File: config.mk
export PLATFORM = sky130hd
export DESIGN_NAME = apb_master_flat
export DESIGN_NICKNAME = d
export VERILOG_FILES = /design/src/rtl/apb_pkg.sv /design/src/rtl/apb_master_if.sv /design/src/rtl/apb_wait_timer.sv /design/src/rtl/apb_master.sv /design/src/flat_wrapper.sv
export SDC_FILE = /design/constraint.sdc
export NUM_CORES = 1
export LEC_CHECK = 0
export CAP_MARGIN = 20
export CORE_ASPECT_RATIO = 2
export CORE_MARGIN = 2
export CORE_UTILIZATION = 40
export CTS_BUF_LIST = sky130_fd_sc_hd__clkbuf_16
export DETAILED_ROUTE_END_ITERATION = 12
export PLACE_DENSITY = 0.84
export SYNTH_ARGS = -nofsm -noshare
export SYNTH_HDL_FRONTEND = slang
export SYNTH_SLANG_ARGS = --single-unit
File: constraint.sdc
create_clock -name clk -period 1.7 [get_ports clk]
set_input_delay 0.34 -clock clk [delete_from_list [all_inputs] [get_ports clk]]
set_output_delay 0.34 -clock clk [all_outputs]
set_load 0.05 [all_outputs]
File: src/rtl/apb_pkg.sv
// Shared types and command-layout helpers for the APB requester and its benches.
package apb_pkg;

  typedef enum logic [1:0] {
    ST_IDLE   = 2'd0,
    ST_SETUP  = 2'd1,
    ST_ACCESS = 2'd2,
    ST_RESP   = 2'd3
  } apb_state_e;

  // Command layout: {write, addr, wdata}, wdata in the low bits.
  localparam int CMD_DATA_LSB = 0;

  function automatic int cmd_addr_lsb(input int data_width);
    return CMD_DATA_LSB + data_width;
  endfunction

  function automatic int cmd_wr_bit(input int data_width, input int addr_width);
    return data_width + addr_width;
  endfunction

  function automatic int cmd_width(input int data_width, input int addr_width);
    return data_width + addr_width + 1;
  endfunction

endpackage

File: src/rtl/apb_master_if.sv
// Command/response handshakes plus the APB bus, as seen by the requester (master)
// and by whatever sits on the far side (slave).
interface apb_master_if
  import apb_pkg::*;
#(
  parameter int DATA_WIDTH = 8,
  parameter int ADDR_WIDTH = 8,
  parameter int CMD_WIDTH  = cmd_width(DATA_WIDTH, ADDR_WIDTH)
) ();

  logic                  cmd_valid;
  logic                  cmd_ready;
  logic [CMD_WIDTH-1:0]  cmd_data;
  logic                  rsp_valid;
  logic                  rsp_ready;
  logic [DATA_WIDTH-1:0] rsp_rdata;
  logic                  rsp_err;
  logic                  psel;
  logic                  penable;
  logic                  pwrite;
  logic [ADDR_WIDTH-1:0] paddr;
  logic [DATA_WIDTH-1:0] pwdata;
  logic [DATA_WIDTH-1:0] prdata;
  logic                  pready;

  modport master (
    input  cmd_valid, cmd_data, rsp_ready, prdata, pready,
    output cmd_ready, rsp_valid, rsp_rdata, rsp_err,
    output psel, penable, pwrite, paddr, pwdata
  );

  modport slave (
    output cmd_valid, cmd_data, rsp_ready, prdata, pready,
    input  cmd_ready, rsp_valid, rsp_rdata, rsp_err,
    input  psel, penable, pwrite, paddr, pwdata
  );

endinterface

File: src/rtl/apb_wait_timer.sv
// Counts ACCESS wait cycles and flags the one on which the requester must give up.
module apb_wait_timer #(
  parameter int TIMEOUT = 16
) (
  input  logic clk,
  input  logic rstn,
  input  logic en_i,
  input  logic clr_i,
  output logic expire_o
);

  localparam int CNT_W = (TIMEOUT > 0) ? $clog2(TIMEOUT + 1) : 1;

  logic [CNT_W-1:0] count_q, count_d;

  always_comb begin
    count_d = count_q;
    if (clr_i)     count_d = '0;
    else if (en_i) count_d = count_q + CNT_W'(1);
  end

  always_ff @(posedge clk or negedge rstn) begin
    if (!rstn) count_q <= '0;
    else       count_q <= count_d;
  end

  // count_q holds the wait cycles already spent, so the TIMEOUT-th one sees TIMEOUT-1.
  if (TIMEOUT > 0) begin : g_limit
    localparam logic [CNT_W-1:0] LAST = CNT_W'(TIMEOUT - 1);
    assign expire_o = en_i && (count_q == LAST);
  end else begin : g_off
    assign expire_o = 1'b0;
  end

endmodule

File: src/rtl/apb_master.sv
// APB requester: one SETUP->ACCESS transfer per accepted command, response on a
// valid/ready port, with a pready wait-state timeout.
module apb_master
  import apb_pkg::*;
#(
  parameter int DATA_WIDTH = 8,
  parameter int ADDR_WIDTH = 8,
  parameter int CMD_WIDTH  = cmd_width(DATA_WIDTH, ADDR_WIDTH),
  parameter int TIMEOUT    = 16
) (
  input  logic         clk,
  input  logic         rstn,
  apb_master_if.master bus
);

  localparam int ADDR_LSB = cmd_addr_lsb(DATA_WIDTH);

  apb_state_e            state_q, state_d;
  logic                  psel_q, psel_d;
  logic                  penable_q, penable_d;
  logic                  pwrite_q, pwrite_d;
  logic [ADDR_WIDTH-1:0] paddr_q, paddr_d;
  logic [DATA_WIDTH-1:0] pwdata_q, pwdata_d;
  logic                  rsp_valid_q, rsp_valid_d;
  logic [DATA_WIDTH-1:0] rsp_rdata_q, rsp_rdata_d;
  logic                  rsp_err_q, rsp_err_d;

  logic timer_en, timer_clr, timer_expire;

  assign timer_en  = (state_q == ST_ACCESS) && !bus.pready;
  assign timer_clr = (state_q == ST_ACCESS) && (bus.pready || timer_expire);

  apb_wait_timer #(.TIMEOUT(TIMEOUT)) u_wait_timer (
    .clk      (clk),
    .rstn     (rstn),
    .en_i     (timer_en),
    .clr_i    (timer_clr),
    .expire_o (timer_expire)
  );

  always_comb begin
    // NOTE: every output gets its hold value first so no path through the case can infer a latch.
    state_d     = state_q;
    psel_d      = psel_q;
    penable_d   = penable_q;
    pwrite_d    = pwrite_q;
    paddr_d     = paddr_q;
    pwdata_d    = pwdata_q;
    rsp_valid_d = rsp_valid_q;
    rsp_rdata_d = rsp_rdata_q;
    rsp_err_d   = rsp_err_q;

    case (state_q)
      ST_IDLE: begin
        if (bus.cmd_valid) begin
          state_d  = ST_SETUP;
          psel_d   = 1'b1;
          pwrite_d = bus.cmd_data[CMD_WIDTH-1];
          paddr_d  = bus.cmd_data[ADDR_LSB +: ADDR_WIDTH];
          pwdata_d = bus.cmd_data[CMD_DATA_LSB +: DATA_WIDTH];
        end
      end
      ST_SETUP: begin
        state_d   = ST_ACCESS;
        penable_d = 1'b1;
      end
      ST_ACCESS: begin
        // A pready on the last allowed cycle wins over the timeout.
        if (bus.pready || timer_expire) begin
          state_d     = ST_RESP;
          psel_d      = 1'b0;
          penable_d   = 1'b0;
          rsp_valid_d = 1'b1;
          rsp_err_d   = !bus.pready;
          rsp_rdata_d = (bus.pready && !pwrite_q) ? bus.prdata : '0;
        end
      end
      ST_RESP: begin
        if (bus.rsp_ready) begin
          state_d     = ST_IDLE;
          rsp_valid_d = 1'b0;
        end
      end
      default: begin
        state_d   = ST_IDLE;
        psel_d    = 1'b0;
        penable_d = 1'b0;
      end
    endcase
  end

  always_ff @(posedge clk or negedge rstn) begin
    // NOTE: state registers use non-blocking assignments so every flop samples pre-edge values.
    if (!rstn) begin
      state_q     <= ST_IDLE;
      psel_q      <= 1'b0;
      penable_q   <= 1'b0;
      pwrite_q    <= 1'b0;
      paddr_q     <= '0;
      pwdata_q    <= '0;
      rsp_valid_q <= 1'b0;
      rsp_rdata_q <= '0;
      rsp_err_q   <= 1'b0;
    end else begin
      state_q     <= state_d;
      psel_q      <= psel_d;
      penable_q   <= penable_d;
      pwrite_q    <= pwrite_d;
      paddr_q     <= paddr_d;
      pwdata_q    <= pwdata_d;
      rsp_valid_q <= rsp_valid_d;
      rsp_rdata_q <= rsp_rdata_d;
      rsp_err_q   <= rsp_err_d;
    end
  end

  assign bus.cmd_ready = (state_q == ST_IDLE);
  assign bus.psel      = psel_q;
  assign bus.penable   = penable_q;
  assign bus.pwrite    = pwrite_q;
  assign bus.paddr     = paddr_q;
  assign bus.pwdata    = pwdata_q;
  assign bus.rsp_valid = rsp_valid_q;
  assign bus.rsp_rdata = rsp_rdata_q;
  assign bus.rsp_err   = rsp_err_q;

endmodule
File: src/flat_wrapper.sv
// flat-port wrapper written by rule: the top's interface ports become plain ports
module apb_master_flat import apb_pkg::*;
#(
  parameter int DATA_WIDTH = 8,
  parameter int ADDR_WIDTH = 8,
  parameter int CMD_WIDTH  = cmd_width(DATA_WIDTH, ADDR_WIDTH),
  parameter int TIMEOUT    = 16
)
  (clk, rstn, bus_cmd_valid, bus_cmd_data, bus_rsp_ready, bus_prdata, bus_pready, bus_cmd_ready, bus_rsp_valid, bus_rsp_rdata, bus_rsp_err, bus_psel, bus_penable, bus_pwrite, bus_paddr, bus_pwdata);
  apb_master_if #(.DATA_WIDTH(DATA_WIDTH), .ADDR_WIDTH(ADDR_WIDTH), .CMD_WIDTH(CMD_WIDTH)) bus_i ();
  input  logic clk;
  input  logic rstn;
  input wire logic [$bits(bus_i.cmd_valid)-1:0] bus_cmd_valid;
  input wire logic [$bits(bus_i.cmd_data)-1:0] bus_cmd_data;
  input wire logic [$bits(bus_i.rsp_ready)-1:0] bus_rsp_ready;
  input wire logic [$bits(bus_i.prdata)-1:0] bus_prdata;
  input wire logic [$bits(bus_i.pready)-1:0] bus_pready;
  output wire logic [$bits(bus_i.cmd_ready)-1:0] bus_cmd_ready;
  output wire logic [$bits(bus_i.rsp_valid)-1:0] bus_rsp_valid;
  output wire logic [$bits(bus_i.rsp_rdata)-1:0] bus_rsp_rdata;
  output wire logic [$bits(bus_i.rsp_err)-1:0] bus_rsp_err;
  output wire logic [$bits(bus_i.psel)-1:0] bus_psel;
  output wire logic [$bits(bus_i.penable)-1:0] bus_penable;
  output wire logic [$bits(bus_i.pwrite)-1:0] bus_pwrite;
  output wire logic [$bits(bus_i.paddr)-1:0] bus_paddr;
  output wire logic [$bits(bus_i.pwdata)-1:0] bus_pwdata;
  assign bus_i.cmd_valid = bus_cmd_valid;
  assign bus_i.cmd_data = bus_cmd_data;
  assign bus_i.rsp_ready = bus_rsp_ready;
  assign bus_i.prdata = bus_prdata;
  assign bus_i.pready = bus_pready;
  assign bus_cmd_ready = bus_i.cmd_ready;
  assign bus_rsp_valid = bus_i.rsp_valid;
  assign bus_rsp_rdata = bus_i.rsp_rdata;
  assign bus_rsp_err = bus_i.rsp_err;
  assign bus_psel = bus_i.psel;
  assign bus_penable = bus_i.penable;
  assign bus_pwrite = bus_i.pwrite;
  assign bus_paddr = bus_i.paddr;
  assign bus_pwdata = bus_i.pwdata;
  apb_master #(.DATA_WIDTH(DATA_WIDTH), .ADDR_WIDTH(ADDR_WIDTH), .CMD_WIDTH(CMD_WIDTH), .TIMEOUT(TIMEOUT)) u_core (.clk(clk), .rstn(rstn), .bus(bus_i));
endmodule
=== After elaboration in Yosys (flattened, before gate mapping) ===
Index checks and enable logic that the tools add are counted.

* Input bits: 30
* Logic and storage cells: 50
* Register bits after elaboration: 36
* Output and inout bits: 30

* Reduce and logical (&&, ||, !) cells: 18
* Equal/unequal tests: 7
* Muxes and demuxes: 14
* Add/sub/neg operators: 1

{| class="wikitable"
|+ Operator list
! cell !! count
|-
| 2-to-1 mux 5 bit || 2
|-
| AND reduction 3 bit || 3
|-
| 2-to-1 mux 8 bit || 1
|-
| one-hot mux 2 bit (4 select lines) || 1
|-
| nonzero test 2 bit || 4
|-
| 2-to-1 mux 2 bit || 3
|-
| inequality test 2 bit, second input constant || 3
|-
| one-hot mux 1 bit (2 select lines) || 3
|-
| AND reduction 2 bit || 3
|-
| adder 5 x 1 -> 5 bit, second input constant || 1
|-
| == test 5 x 4 -> 1 bit, second input constant || 1
|-
| == test 2 bit, second input constant || 2
|-
| logical AND 1 bit || 4
|-
| 2-to-1 mux 1 bit || 4
|-
| == test 2 x 1 -> 1 bit, second input constant || 1
|-
| logical NOT 1 bit || 2
|-
| logical NOT 2 bit || 1
|-
| logical OR 1 bit || 1
|}

=== Logic depth before layout (Yosys ltp) ===
* Depth in word-level cells: 6
* Mapped depth: 7
* Depth with buffers taken out: 6

=== Hierarchy ===
From an unflattened synthesis, not the netlist that was laid out.

* Cell total of the unflattened synthesis: 130
* Area total of the unflattened synthesis: 1,621.6 um2

{| class="wikitable"
|+ Modules (own cells, without submodules)
! module !! area an instance (um2) !! cells each !! times used !! seq. area each (um2)
|-
| apb_master || 1,336.3 || 106 || 1 || 775.7
|-
| apb_wait_timer || 285.3 || 24 || 1 || 125.1
|}

=== Least setup slack after synthesis ===
No wires, ideal clock.

* Path type: register to register
* Start point: register u_core.state_q[0]
* End point: register u_core.paddr_q[0], in the netlist u_core.bus.paddr[0]
* Data arrival time: 1.687 ns
* Library setup time: 0.125 ns
* Data required time: 1.575 ns
* Stages on the path, launching flop included: 6
* Buffers on the path: 1
* Clock period less this slack: 1.812 ns
* Path slack: -0.112 ns
* Cell sequence: dfrtp_1 > inv_1 > ha_1 > nand2_4 > buf_6 > mux2_4

* Word-level cells in the longest chain between the ends: 2

{| class="wikitable"
|+ Ends and longest elaborated chain
! what !! line !! source
|-
| from (decl) || apb_master.sv:18 || <nowiki>apb_state_e state_q, state_d;</nowiki>
|-
| from (signal assigned) || apb_master.sv:105 || <nowiki>state_q <= state_d;</nowiki>
|-
| logical NOT 2 bit || -- ||
|-
| named net bus_cmd_ready || flat_wrapper.sv:18 || <nowiki>output wire logic [$bits(bus_i.cmd_ready)-1:0] bus_cmd_ready;</nowiki>
|-
| AND reduction 2 bit (no source line) || -- ||
|-
| to (signal assigned) || apb_master.sv:109 || <nowiki>paddr_q <= paddr_d;</nowiki>
|-
| to (decl) || apb_master.sv:22 || <nowiki>logic [ADDR_WIDTH-1:0] paddr_q, paddr_d;</nowiki>
|}

The timed path passes the listed nets, and every way through them passes these cells.
A chain may end at the register's enable or synchronous reset.

=== Worst setup path after layout ===
* Start point: register u_core.u_wait_timer.count_q[1]
* End point: register u_core.state_q[1]

* Word-level cells in the longest chain between the ends: 5

{| class="wikitable"
|+ Ends and longest elaborated chain
! what !! line !! source
|-
| from (decl) || apb_wait_timer.sv:14 || <nowiki>logic [CNT_W-1:0] count_q, count_d;</nowiki>
|-
| from (signal assigned) || apb_wait_timer.sv:24 || <nowiki>else count_q <= count_d;</nowiki>
|-
| == test 5 x 4 -> 1 bit || apb_wait_timer.sv:30 || <nowiki>assign expire_o = en_i && (count_q == LAST);</nowiki>
|-
| logical AND 1 bit || apb_wait_timer.sv:30 ||
|-
| logical OR 1 bit || apb_master.sv:69 || <nowiki>if (bus.pready || timer_expire) begin</nowiki>
|-
| inequality test 2 bit (no source line) || -- ||
|-
| AND reduction 3 bit (no source line) || -- ||
|}

No other way between the ends.

==> impl_results.md <==
* Unique masters post-synth at 28
* Antenna cells at 0
* Starting Density at 40.9%
* Largest fanout on the critical path at 4
* Yosys Warn Count at 0
* Status: finished clean
* Worst skew pair latency at ~270 ps
* Bufs and invs on worst path at 1
* Number of remaining DRC errors at 0
* Fin util at approximately three fifths
* Number of global-route vias before repair at 1,307
* Die X at about 49 um
* All-Layer GR Usage at between 10% and 20%
* Worst r2r path cells at 7
* Power density cells at 2200 mW/mm^2
* Worst r2r src: u_core.u_wait_timer.count_q[1]
* DR WL/cell at approximately 14 um
* Critical Path Start: u_core.u_wait_timer.count_q[1]
* Top cell type's share of synthesized area at between 50 and 60%
* Critical path capture point type: register
* Synth top area cells: dfrtp_1 55%, mux2_4 9.2%, ha_1 5.3%
* CP peak stage delay at 360 ps
* Count leader, synth: dfrtp_1
* FMAX at 612 MHz
* CP Depth at 7
* TritonCTS buffer count at 5
* Cell accounting for the most synthesized area: dfrtp_1
* Share of the clock period used by the worst path at between 90% and 100%
* Area growth, synth to finish at 47.5%
* Worst-case vdd ir drop at about 1.6 mV
* CP Data Arrival Time at about 1800 ps
* Pre-CTS setup slack at between 8 and 9 ps
* Synth Cell Area at about 0.0016 mm^2
* Main synth FF type: dfrtp_1
* Clock-pin slew on the worst setup and hold paths at 50 ps
* Routed Antenna Nets at 0
* TritonCTS clock tree: done
* Final HPWL from detailed placement at 2660 um
* Max Root-Sink Buffers at 2
* CTS root buffer: clkbuf_16
* CTS sink cnt at 36
* Final Skew at ~2.3 ps
* DR iter-0 viols at 19
* Max-cap violations at 0
* Die area at roughly 0.0047 mm^2
* Via density at 4.89
* R2R Path End: u_core.state_q[1]
* Worst Hold Class: reg2reg
* Critical Path, Cell by Cell: ha_2 -> and3_4 -> ha_4 -> buf_4 -> nor2_4 -> a221oi_4 -> mux2i_1
* Synth top cells by count: 36 x dfrtp_1, 19 x nand2_1, 10 x mux2_4
* Port bufs at ~60
* Slew headroom at between 60% and 70%
* Worst-Margin Slew at approximately 460 ps
* Height of the chip at 94.5 um
* Synth async-reset ratio at 100%
* Fillers at 340
* First-pass GRT wire length at between 6000 and 7000 um
* Gpl congestion at roughly 0.7
* Leakage power total at around 1.1 nW
* Final setup margin at approximately 65 ps
* # hold bufs at CTS at 0
* I/O pin count at 60
* Fin nets at between 200 and 250
* Crit path launch type: register
* Final worst path period need at about 1600 ps
* H-tree levels at 2
* Layout cells sized above 1 at a little over a third
* Largest net degree at the start of global routing at 37
* EDFF count, synth at 0
* Final hold violation count at 0
* Syn_nets at 170
* Total Wirelength at ~3600 um
* Gr ovfl total at 0
* Cell family with most CP delay: flip-flops
* Cells after synthesis at about 130
* Via count of the routed design at ~1,200
* Setup violations, final at 0
* R2R Setup Slk at about 65 ps
* Seq cells post-synth at 36
* Total negative setup slack at 0 ps
* # rows at 33
* Slew Viols, Final at 0
* CP Capture Point: u_core.state_q[1]
* Initial antenna violation count at 0
* Register area share after synthesis at between 50% and 60%
* Core Area at 0.00401 mm^2
* CP Data Required Time at approximately 1900 ps
* Syn_area_per_cell at 12.3 um^2
* CP Class: reg2reg
* First-pass iteration count of the detailed router at 4
* Critical-path top delay cell: dfrtp_1
## routing by layer
layer	vias up	share of wire, %	routed length (um)	GRT usage (%)
met5	-	0	0	0
li1	589	-	-	-
met3	5	8.9	320	6.65
met1	591	39	1420	19.4
met2	51	51	1810	28.7
met4	0	1.1	38	4.76
## report_power, final
part           switching (mW)  internal, mW  total, mW
sequential              0.246          1.25       1.50
clock                   0.306         0.525      0.831
combinational            1.85          1.14       2.99
## registers in the layout (all words and copies together), names as in the netlist
signal	cells
u_core.bus.pwrite	1
u_core.bus.penable	1
u_core.bus.psel	1
u_core.bus.paddr	8
u_core.bus.rsp_valid	1
u_core.bus.rsp_rdata	8
u_core.state_q	2
u_core.bus.rsp_err	1
u_core.u_wait_timer.count_q	5
u_core.bus.pwdata	8
## worst register-to-register path: stages (launching register included)
cell      delay (ps)
dfrtp_1          360
ha_2             200
and3_4           200
ha_4             150
buf_4            120
nor2_4            50
a221oi_4         270
mux2i_1          210
## area by class of cell
type / instances / area, um^2 / area share (%)
sequential: 36 / 901 / 37.3
multi-input combinational: 83 / 698 / 28.9
timing repair buffer: 67 / 588 / 24.3
clock buffer: 5 / 125 / 5.18
tap: 52 / 65.1 / 2.69
inverter: 8 / 30.0 / 1.24
clock inverter: 2 / 8.76 / 0.363
## logic make-up (layout without fill, tap and decap cells)
logic type,count (synthesis),after routing,share of synthesized area (%)
multiplexers,20,20,15.8
AND/OR/NAND/NOR,30,30,8.71
adder cells (fa/ha/maj),7,7,5.35
AO/OA/AOI/OAI,26,26,10.8
buffers and inverters,14,82,4.35
flip-flops,36,36,55.0
## per-stage QoR
stage | cell area (um^2) | total power, mW | std cells | hold slack (ps)
5_1_grt | 2420 | 5.61 | 253 | 510
3_5_place_dp | 2250 | 4.48 | 245 | 480
2_1_floorplan | 1650 | 3.58 | 133 | 44.4
3_3_place_gp | 2250 | 4.39 | 245 | 464
6_report | 2420 | 5.32 | 253 | 489
4_1_cts | 2390 | 5.35 | 253 | 491
## worst min-delay path by stage
stage	from	end	depth (start not counted)
final	u_core.bus.rsp_rdata[3]	u_core.bus.rsp_rdata[3]	2
after global routing	u_core.bus.rsp_rdata[3]	u_core.bus.rsp_rdata[3]	2
after CTS	u_core.bus.rsp_rdata[3]	u_core.bus.rsp_rdata[3]	2
after detailed placement	u_core.bus.rsp_rdata[3]	u_core.bus.rsp_rdata[3]	2
after global placement	u_core.u_wait_timer.count_q[3]	u_core.u_wait_timer.count_q[3]	1
after floorplan	rstn	u_core.bus.paddr[0]	0
## placed cells by master (no fill, tap or decap), types with 4 or more instances in the layout
master and instances:
a21oi_1 5, buf_4 37, clkbuf_16 5, clkdlybuf4s50_1 29, dfrtp_1 36, ha_1 4, inv_1 9, mux2_2 7
mux2_4 10, nand2_1 19, o21ai_0 6, o21ai_1 9
## what timing repair did
item	in CTS	in global routing
endpoints found under the setup margin	1	4
pin swaps	0	3
gates resized for setup	0	4
setup buffers	1	0
No activity file was read; power rests on OpenSTA's default activity.
